$ cat src/rtl/mem_port_arbiter.sv
// mem_port_arbiter
// Shares one unified memory port between instruction fetch (I) and
// load/store data (D). Each access runs IDLE -> ISSUE -> WAIT -> DONE:
// a single mem_en strobe, MEM_LAT cycles of waiting, then a one-cycle
// valid pulse to the owner. Back-to-back grants are MEM_LAT+3 cycles apart.
//
// Ports
//   clk, rst                    clock (rising), async active-high reset
//   hlt                         blocks new I grants (D still served)
//   i_req/i_addr                fetch request (level) and address
//   i_rdata/i_valid             fetched word (held) and completion pulse
//   d_req/d_wr/d_addr/d_wdata   load/store request
//   d_rdata/d_valid             load data (held) and completion pulse
//   mem_en/mem_wr               one-cycle access strobe and write qualifier
//   mem_addr/mem_wdata          held from grant to completion
//   mem_rdata                   memory read data, valid MEM_LAT after mem_en
//   busy                        high whenever an access is in progress
//
// Configuration macro: MEM_ARB_RR_EN
//   undefined : fixed priority, D over I (sustained D can starve I)
//   defined   : round-robin on conflict; lone requester always granted

module mem_port_arbiter #(
   parameter int ADDR_W  = 16,
   parameter int DATA_W  = 16,
   parameter int MEM_LAT = 4
) (
   input  logic              clk,
   input  logic              rst,
   input  logic              hlt,
   input  logic              i_req,
   input  logic [ADDR_W-1:0] i_addr,
   output logic [DATA_W-1:0] i_rdata,
   output logic              i_valid,
   input  logic              d_req,
   input  logic              d_wr,
   input  logic [ADDR_W-1:0] d_addr,
   input  logic [DATA_W-1:0] d_wdata,
   output logic [DATA_W-1:0] d_rdata,
   output logic              d_valid,
   output logic              mem_en,
   output logic              mem_wr,
   output logic [ADDR_W-1:0] mem_addr,
   output logic [DATA_W-1:0] mem_wdata,
   input  logic [DATA_W-1:0] mem_rdata,
   output logic              busy
);

   localparam int CNT_W = $clog2(MEM_LAT + 1);
   localparam logic [CNT_W-1:0] CNT_LAST = CNT_W'(MEM_LAT);
   localparam logic [CNT_W-1:0] CNT_ONE  = CNT_W'(1);

   typedef enum logic [1:0] {
      S_IDLE  = 2'd0,
      S_ISSUE = 2'd1,
      S_WAIT  = 2'd2,
      S_DONE  = 2'd3
   } state_t;

   // owner / last_grant encoding: 1 = D, 0 = I
   state_t            state_q, state_d;
   logic [CNT_W-1:0]  cnt_q, cnt_d;
   logic              owner_q, owner_d;
   logic              last_grant_q, last_grant_d;
   logic              wr_q, wr_d;
   logic [ADDR_W-1:0] addr_q, addr_d;
   logic [DATA_W-1:0] wdata_q, wdata_d;
   logic [DATA_W-1:0] i_rdata_q, i_rdata_d;
   logic [DATA_W-1:0] d_rdata_q, d_rdata_d;

   logic i_elig, d_elig, grant_d;

   always_ff @(posedge clk or posedge rst) begin
      if (rst) begin
         state_q      <= S_IDLE;
         cnt_q        <= '0;
         owner_q      <= 1'b0;
         last_grant_q <= 1'b1;
         wr_q         <= 1'b0;
         addr_q       <= '0;
         wdata_q      <= '0;
         i_rdata_q    <= '0;
         d_rdata_q    <= '0;
      end else begin
         state_q      <= state_d;
         cnt_q        <= cnt_d;
         owner_q      <= owner_d;
         last_grant_q <= last_grant_d;
         wr_q         <= wr_d;
         addr_q       <= addr_d;
         wdata_q      <= wdata_d;
         i_rdata_q    <= i_rdata_d;
         d_rdata_q    <= d_rdata_d;
      end
   end

   always_comb begin
      state_d      = state_q;
      cnt_d        = cnt_q;
      owner_d      = owner_q;
      last_grant_d = last_grant_q;
      wr_d         = wr_q;
      addr_d       = addr_q;
      wdata_d      = wdata_q;
      i_rdata_d    = i_rdata_q;
      d_rdata_d    = d_rdata_q;

      i_elig = i_req & ~hlt;
      d_elig = d_req;
`ifdef MEM_ARB_RR_EN
      // On conflict, favour whoever did not own the previous access.
      grant_d = d_elig & (~i_elig | ~last_grant_q);
`else
      grant_d = d_elig;
`endif

      case (state_q)
         S_IDLE: begin
            if (i_elig | d_elig) begin
               state_d      = S_ISSUE;
               owner_d      = grant_d;
               last_grant_d = grant_d;
               addr_d       = grant_d ? d_addr : i_addr;
               wr_d         = grant_d & d_wr;
               if (grant_d)
                  wdata_d = d_wdata;
            end
         end
         S_ISSUE: begin
            state_d = S_WAIT;
            cnt_d   = CNT_ONE;
         end
         S_WAIT: begin
            if (cnt_q == CNT_LAST) begin
               state_d = S_DONE;
               // Stores leave both read-data registers untouched.
               if (!wr_q) begin
                  if (owner_q) d_rdata_d = mem_rdata;
                  else         i_rdata_d = mem_rdata;
               end
            end else begin
               cnt_d = cnt_q + CNT_ONE;
            end
         end
         S_DONE: begin
            state_d = S_IDLE;
         end
         default: begin
            state_d = S_IDLE;
         end
      endcase
   end

   // Strobes decode straight from state so an async reset clears them at once.
   assign mem_en    = (state_q == S_ISSUE);
   assign mem_wr    = mem_en & wr_q;
   assign mem_addr  = addr_q;
   assign mem_wdata = wdata_q;
   assign i_valid   = (state_q == S_DONE) & ~owner_q;
   assign d_valid   = (state_q == S_DONE) &  owner_q;
   assign i_rdata   = i_rdata_q;
   assign d_rdata   = d_rdata_q;
   assign busy      = (state_q != S_IDLE);

endmodule

$ cat config.mk
export PLATFORM = sky130hd
export DESIGN_NAME = mem_port_arbiter
export DESIGN_NICKNAME = d
export VERILOG_FILES = /design/src/rtl/mem_port_arbiter.sv
export SDC_FILE = /design/constraint.sdc
export NUM_CORES = 1
export LEC_CHECK = 0
export ABC_AREA = 1
export BUFFER_PORTS_ARGS = -buffer_cell sky130_fd_sc_hd__buf_2
export CELL_PAD_IN_SITES_DETAIL_PLACEMENT = 0
export CELL_PAD_IN_SITES_GLOBAL_PLACEMENT = 2
export CORE_MARGIN = 4
export CORE_UTILIZATION = 30
export DETAILED_ROUTE_END_ITERATION = 6
export PLACE_DENSITY = 0.82
export RECOVER_POWER = 25
export SLEW_MARGIN = 20
export SYNTH_ARGS = -nofsm -noshare
export SYNTH_HDL_FRONTEND = slang
export SYNTH_SLANG_ARGS = --single-unit
$ cat constraint.sdc
create_clock -name clk -period 3.67 [get_ports clk]
set_input_delay 0.734 -clock clk [delete_from_list [all_inputs] [get_ports clk]]
set_output_delay 0.734 -clock clk [all_outputs]
set_load 0.02 [all_outputs]
Word-level counts from Yosys, hierarchy flattened
Index checks and enable logic that the tools add are counted.
Widths: inputs -> output; s select.
{"block": "totals", "reg_bits": 71, "latchBits": 0, "ramBits": 0, "rom_bits": 0, "inputBits": 70, "out_inout_bits": 69, "wordCells": 40, "mem_count": 0}
{"block": "op_classes", "addsub": 1, "multipliers": 0, "div_mod_pow": 0, "magnitude_cmp": 0, "eq_ne": 7, "n_shift": 0, "mux": 6, "n_bitwise": 9, "n_reduce_logical": 9}
{"op": "$mux 16", "count": 1}
{"op": "$pmux 2 s4", "count": 1}
{"op": "$reduce_and 4->1", "count": 2}
{"op": "$ne 2x2->1 const B", "count": 3}
{"op": "$pmux 3 s2", "count": 1}
{"op": "$reduce_and 2->1", "count": 3}
{"op": "$and 1x1->1", "count": 5}
{"op": "$eq 2x2->1 const B", "count": 2}
{"op": "$mux 2", "count": 2}
{"op": "$reduce_bool 2->1", "count": 2}
{"op": "$add 3x1->3 const B", "count": 1}
{"op": "$eq 3x3->1 const B", "count": 1}
{"op": "$mux 3", "count": 1}
{"op": "$not 1->1", "count": 3}
{"op": "$reduce_and 3->1", "count": 1}
{"op": "$eq 2x1->1 const B", "count": 1}
{"op": "$logic_not 2->1", "count": 1}
{"op": "$or 1x1->1", "count": 1}

Logic depth before layout (Yosys ltp)
{"block": "depth", "word_depth": 5, "ltp_mapped": 8, "depth_no_buf": 7}

Worst setup path after synthesis
No wires, ideal clock.
{"block": "synth_timing", "path_type": "reg2out", "from": "register state_q[1]", "to": "output mem_wr", "t_arrival_ns": 0.968, "t_required_ns": 2.936, "setup_slack_ns": 1.968, "stages_incl_launch_ff": 5, "n_path_buf": 0, "cell_sequence": "dfrtp_1 -> inv_1 -> ha_1 -> nand2_1 -> inv_1"}
{"block": "synth_via", "elab_chain_cells": 2}
{"element": "from (decl)", "line_no": "61", "rtl": "state_t state_q, state_d;"}
{"element": "from (signal assigned)", "line_no": "85", "rtl": "state_q <= state_d;"}
{"element": "$eq 2x1->1", "line_no": "155", "rtl": "assign mem_en = (state_q == S_ISSUE);"}
{"element": "net mem_en", "line_no": "41", "rtl": "output logic mem_en,"}
{"element": "$and 1x1->1", "line_no": "156", "rtl": "assign mem_wr = mem_en & wr_q;"}
{"element": "to (decl)", "line_no": "42", "rtl": "output logic mem_wr,"}
The timed path passes the listed nets, and every way through them passes these cells.

Worst setup path in the final report
{"block": "layout_timing", "from": "register state_q[0]", "to": "output busy"}
{"block": "layout_via", "elab_chain_cells": 1}
{"element": "$reduce_bool 2->1", "line_no": "163", "rtl": "assign busy = (state_q != S_IDLE);"}
{"element": "to (decl)", "line_no": "46", "rtl": "output logic busy"}
Every way passes these cells.

==> flow_summary.toml <==
[global_route]
grt_max_degree = 72
overflow = 0
grt_pass1_vias = 2768
antenna_found_initial = 1
grt_usage_pct = 12.8
grt_pass1_wl_um = 13300

[synthesis]
synth_nets = 443
synth_most_common_cell = "nand2_1"
ys.flop_type = "dfrtp_1"
ys_top_cells_by_count = "nand2_1, dfrtp_1, o21ai_2"
synth_cell_type_count = 21
synth-async-reset-ratio_pct = 100
yosysSeqAreaShare_pct = 52.0
ys_seq_elements = 71
synth_warnings = 0
syn_area_sq_mm = 0.00342
yosysTopAreaCell = "dfrtp_1"
netlist.area_leader.share_pct = 52.0
synthCells = 367
avgSynthCellArea_sq_um = 9.31
synth-edff-count = 0
synth_area_leaders = "dfrtp_1, nand2_1, o21ai_2"

[setup_path]
endpoint_kind = "primary output"
critPathKind = "reg -> out"
worstSetupStartpointType = "flop"
crit_required_ns = 2.94
arrival_ns = 1.82
r2r_slack_ns = 1.61
worstPathMaxFanout = 20

[power_and_ir_drop]
vdd.ir_drop.worst_mv = 0.336
p_leak_nw = 2.48
clkPwrFrac_pct = 22.6
power_frac_comb_pct = 41.8
p_switching_mw = 1.58
swShare_pct = 41.5
pwr-share-seq_pct = 35.6
p_int_mw = 2.22
power_density_mw_per_mm2 = 856

[finish]
final_area_sq_mm = 0.00443
nets = 578
drive_gt1_share_pct = 43.4
syn2layout_area_growth_pct = 29.7
antenna_cells = 0
fillCellCount = 1151

[sta]
timing.slew.headroom_pct = -18.1
finalHoldViolCount = 0
fin_crit_ns = 2.55
fin_skew_ns = 0.00658
worstMarginPinSlew_ns = 1.77
maxSlewViolCount = 72
max_clock_freq_ghz = 0.392
whs_ns = 0.467
period_share_pct = 69.5
setup_violations = 0
setup_tns_ns = 0
rsz0062_at_grt = "false"

[cts]
postCtsSetupBuffers = 0
holdBufCountCts = 0
cts_buffer_depth = 2
cts_root_buffer = "clkbuf_16"
clkLatencyLatePin_ns = 0.32
cts_max_level = 3
cts_resized = 0
cts_sinks = 71
clk_pin_slew_worst_paths_ns = 0.06
cts_tree = "done"
numCtsBuffers = 9

[outcome]
failed_checks = "max-capacitance violations, max-slew violations"
status = "finished with violations"

[routing]
ant_nets = 0
routed_wl_um = 8250
drt_pass1_iterations = 4
wl_per_cell_um = 12.8
drt-initial-drc-count = 121
viasPerCell = 4.23
vias = 2737
drc_errors = 0

[place]
port_buffers = 138
gp_congestion = 0.697
placed_area_sq_mm = 0.00414
dpl.hpwl_um = 6040

[hold_path]
hold_class = "reg -> reg"

[floorplanning]
die_y_um = 115
die-area_sq_mm = 0.0132
io_pins = 139
die_x_um = 115
start_util_pct = 31.1
core_area_sq_mm = 0.0110
std_cell_rows = 38

[flow_run]
drv_cap = 1
## through the flow
| step | total power, mW | worst slack (ns) | instances | util [%] |
|---|---|---|---|---|
| 2_1_floorplan | 2.50 | 1.14 | 367 | - |
| 3_3_place_gp | 2.97 | 1.44 | 631 | 37.7 |
| 3_5_place_dp | 2.99 | 1.43 | 631 | 37.7 |
| 4_1_cts | 3.88 | 1.06 | 647 | 40.4 |
| 5_1_grt | 4.08 | 0.947 | 647 | 40.4 |
| 6_report | 3.79 | 1.12 | 647 | 40.4 |
## layout by cell type (no fill, tap or decap)
| cell | n |
|---|---|
| o21ai_2 | 32 |
| nand2_8 | 2 |
| clkbuf_2 | 1 |
| dfrtp_1 | 71 |
| clkinv_2 | 3 |
| bufinv_16 | 1 |
| inv_2 | 5 |
| clkbuf_8 | 1 |
| nand3_4 | 2 |
| buf_2 | 138 |
| inv_1 | 26 |
| clkinvlp_4 | 2 |
| o21ai_0 | 3 |
| nand3_1 | 20 |
| nand2_2 | 11 |
| inv_8 | 1 |
| clkbuf_16 | 9 |
| nor2_4 | 1 |
| nand2_1 | 159 |
| nor2_1 | 1 |
| nand2_4 | 11 |
| xnor2_1 | 1 |
| ha_1 | 6 |
## cell families (layout without fill, tap and decap cells)
family          count (synthesis)  count (layout)  synth area share (%)
flops                          71              71                  52.0
buf+inv                        47             187                  8.24
fa+ha+maj                       6               6                  2.20
compound gates                 35              35                  8.64
xor+xnor                        1               1                 0.256
simple gates                  207             207                  28.7
## layer usage
| layer | routed length [um] | track usage [%] | share of wire, % |
|---|---|---|---|
| met1 | 3520 | 16.0 | 43 |
| met2 | 3970 | 20.7 | 48 |
| met3 | 664 | 4.23 | 8.0 |
| met4 | 82 | 4.69 | 0.99 |
| met5 | 12 | 0 | 0.15 |
## power by group through the flow
| stage | clock network (mW) | registers (mW) | logic (mW) |
|---|---|---|---|
| 3_5_place_dp | 0 | 1.36 | 1.63 |
| 3_3_place_gp | 0 | 1.36 | 1.61 |
| 2_1_floorplan | 0 | 1.71 | 0.787 |
| 6_report | 0.857 | 1.35 | 1.59 |
| 4_1_cts | 0.894 | 1.35 | 1.63 |
| 5_1_grt | 0.921 | 1.40 | 1.77 |
## area by class of cell
cell class              instances  area [sq um]  area share, %
clock buffers                  10           239           5.39
clock inverters                 6          60.1           1.35
inverters                      32           128           2.88
multi-input cells             249          1360           30.7
flip-flops and latches         71          1780           40.1
well taps                     140           175           3.95
repair buffers                139           696           15.7
## path summary, 6_finish.rpt
check | from | depth (start not counted) | to
setup / recovery | state_q[0] | 4 | busy
hold / removal | mem_addr[15] | 2 | mem_addr[15]
setup reg to reg | state_q[0] | 6 | mem_wdata[11]
hold reg to reg | mem_addr[15] | 2 | mem_addr[15]
max in group asynchronous | rst | 3 | mem_wdata[0]
min in group asynchronous | rst | 3 | mem_addr[6]
## flip-flops by register name, indices dropped and copies added (netlist names)
signal	flops
d_rdata	16
i_rdata	16
mem_addr	16
mem_wdata	16
cnt_q	3
state_q	2
owner_q	1
wr_q	1
## worst max-delay path, stage by stage, from the launching register on
cell and delay, ns:
dfrtp_1 0.41, inv_1 0.10, ha_1 0.73, inv_2 0.07, buf_2 0.19
(Power assumes the default switching activity.)
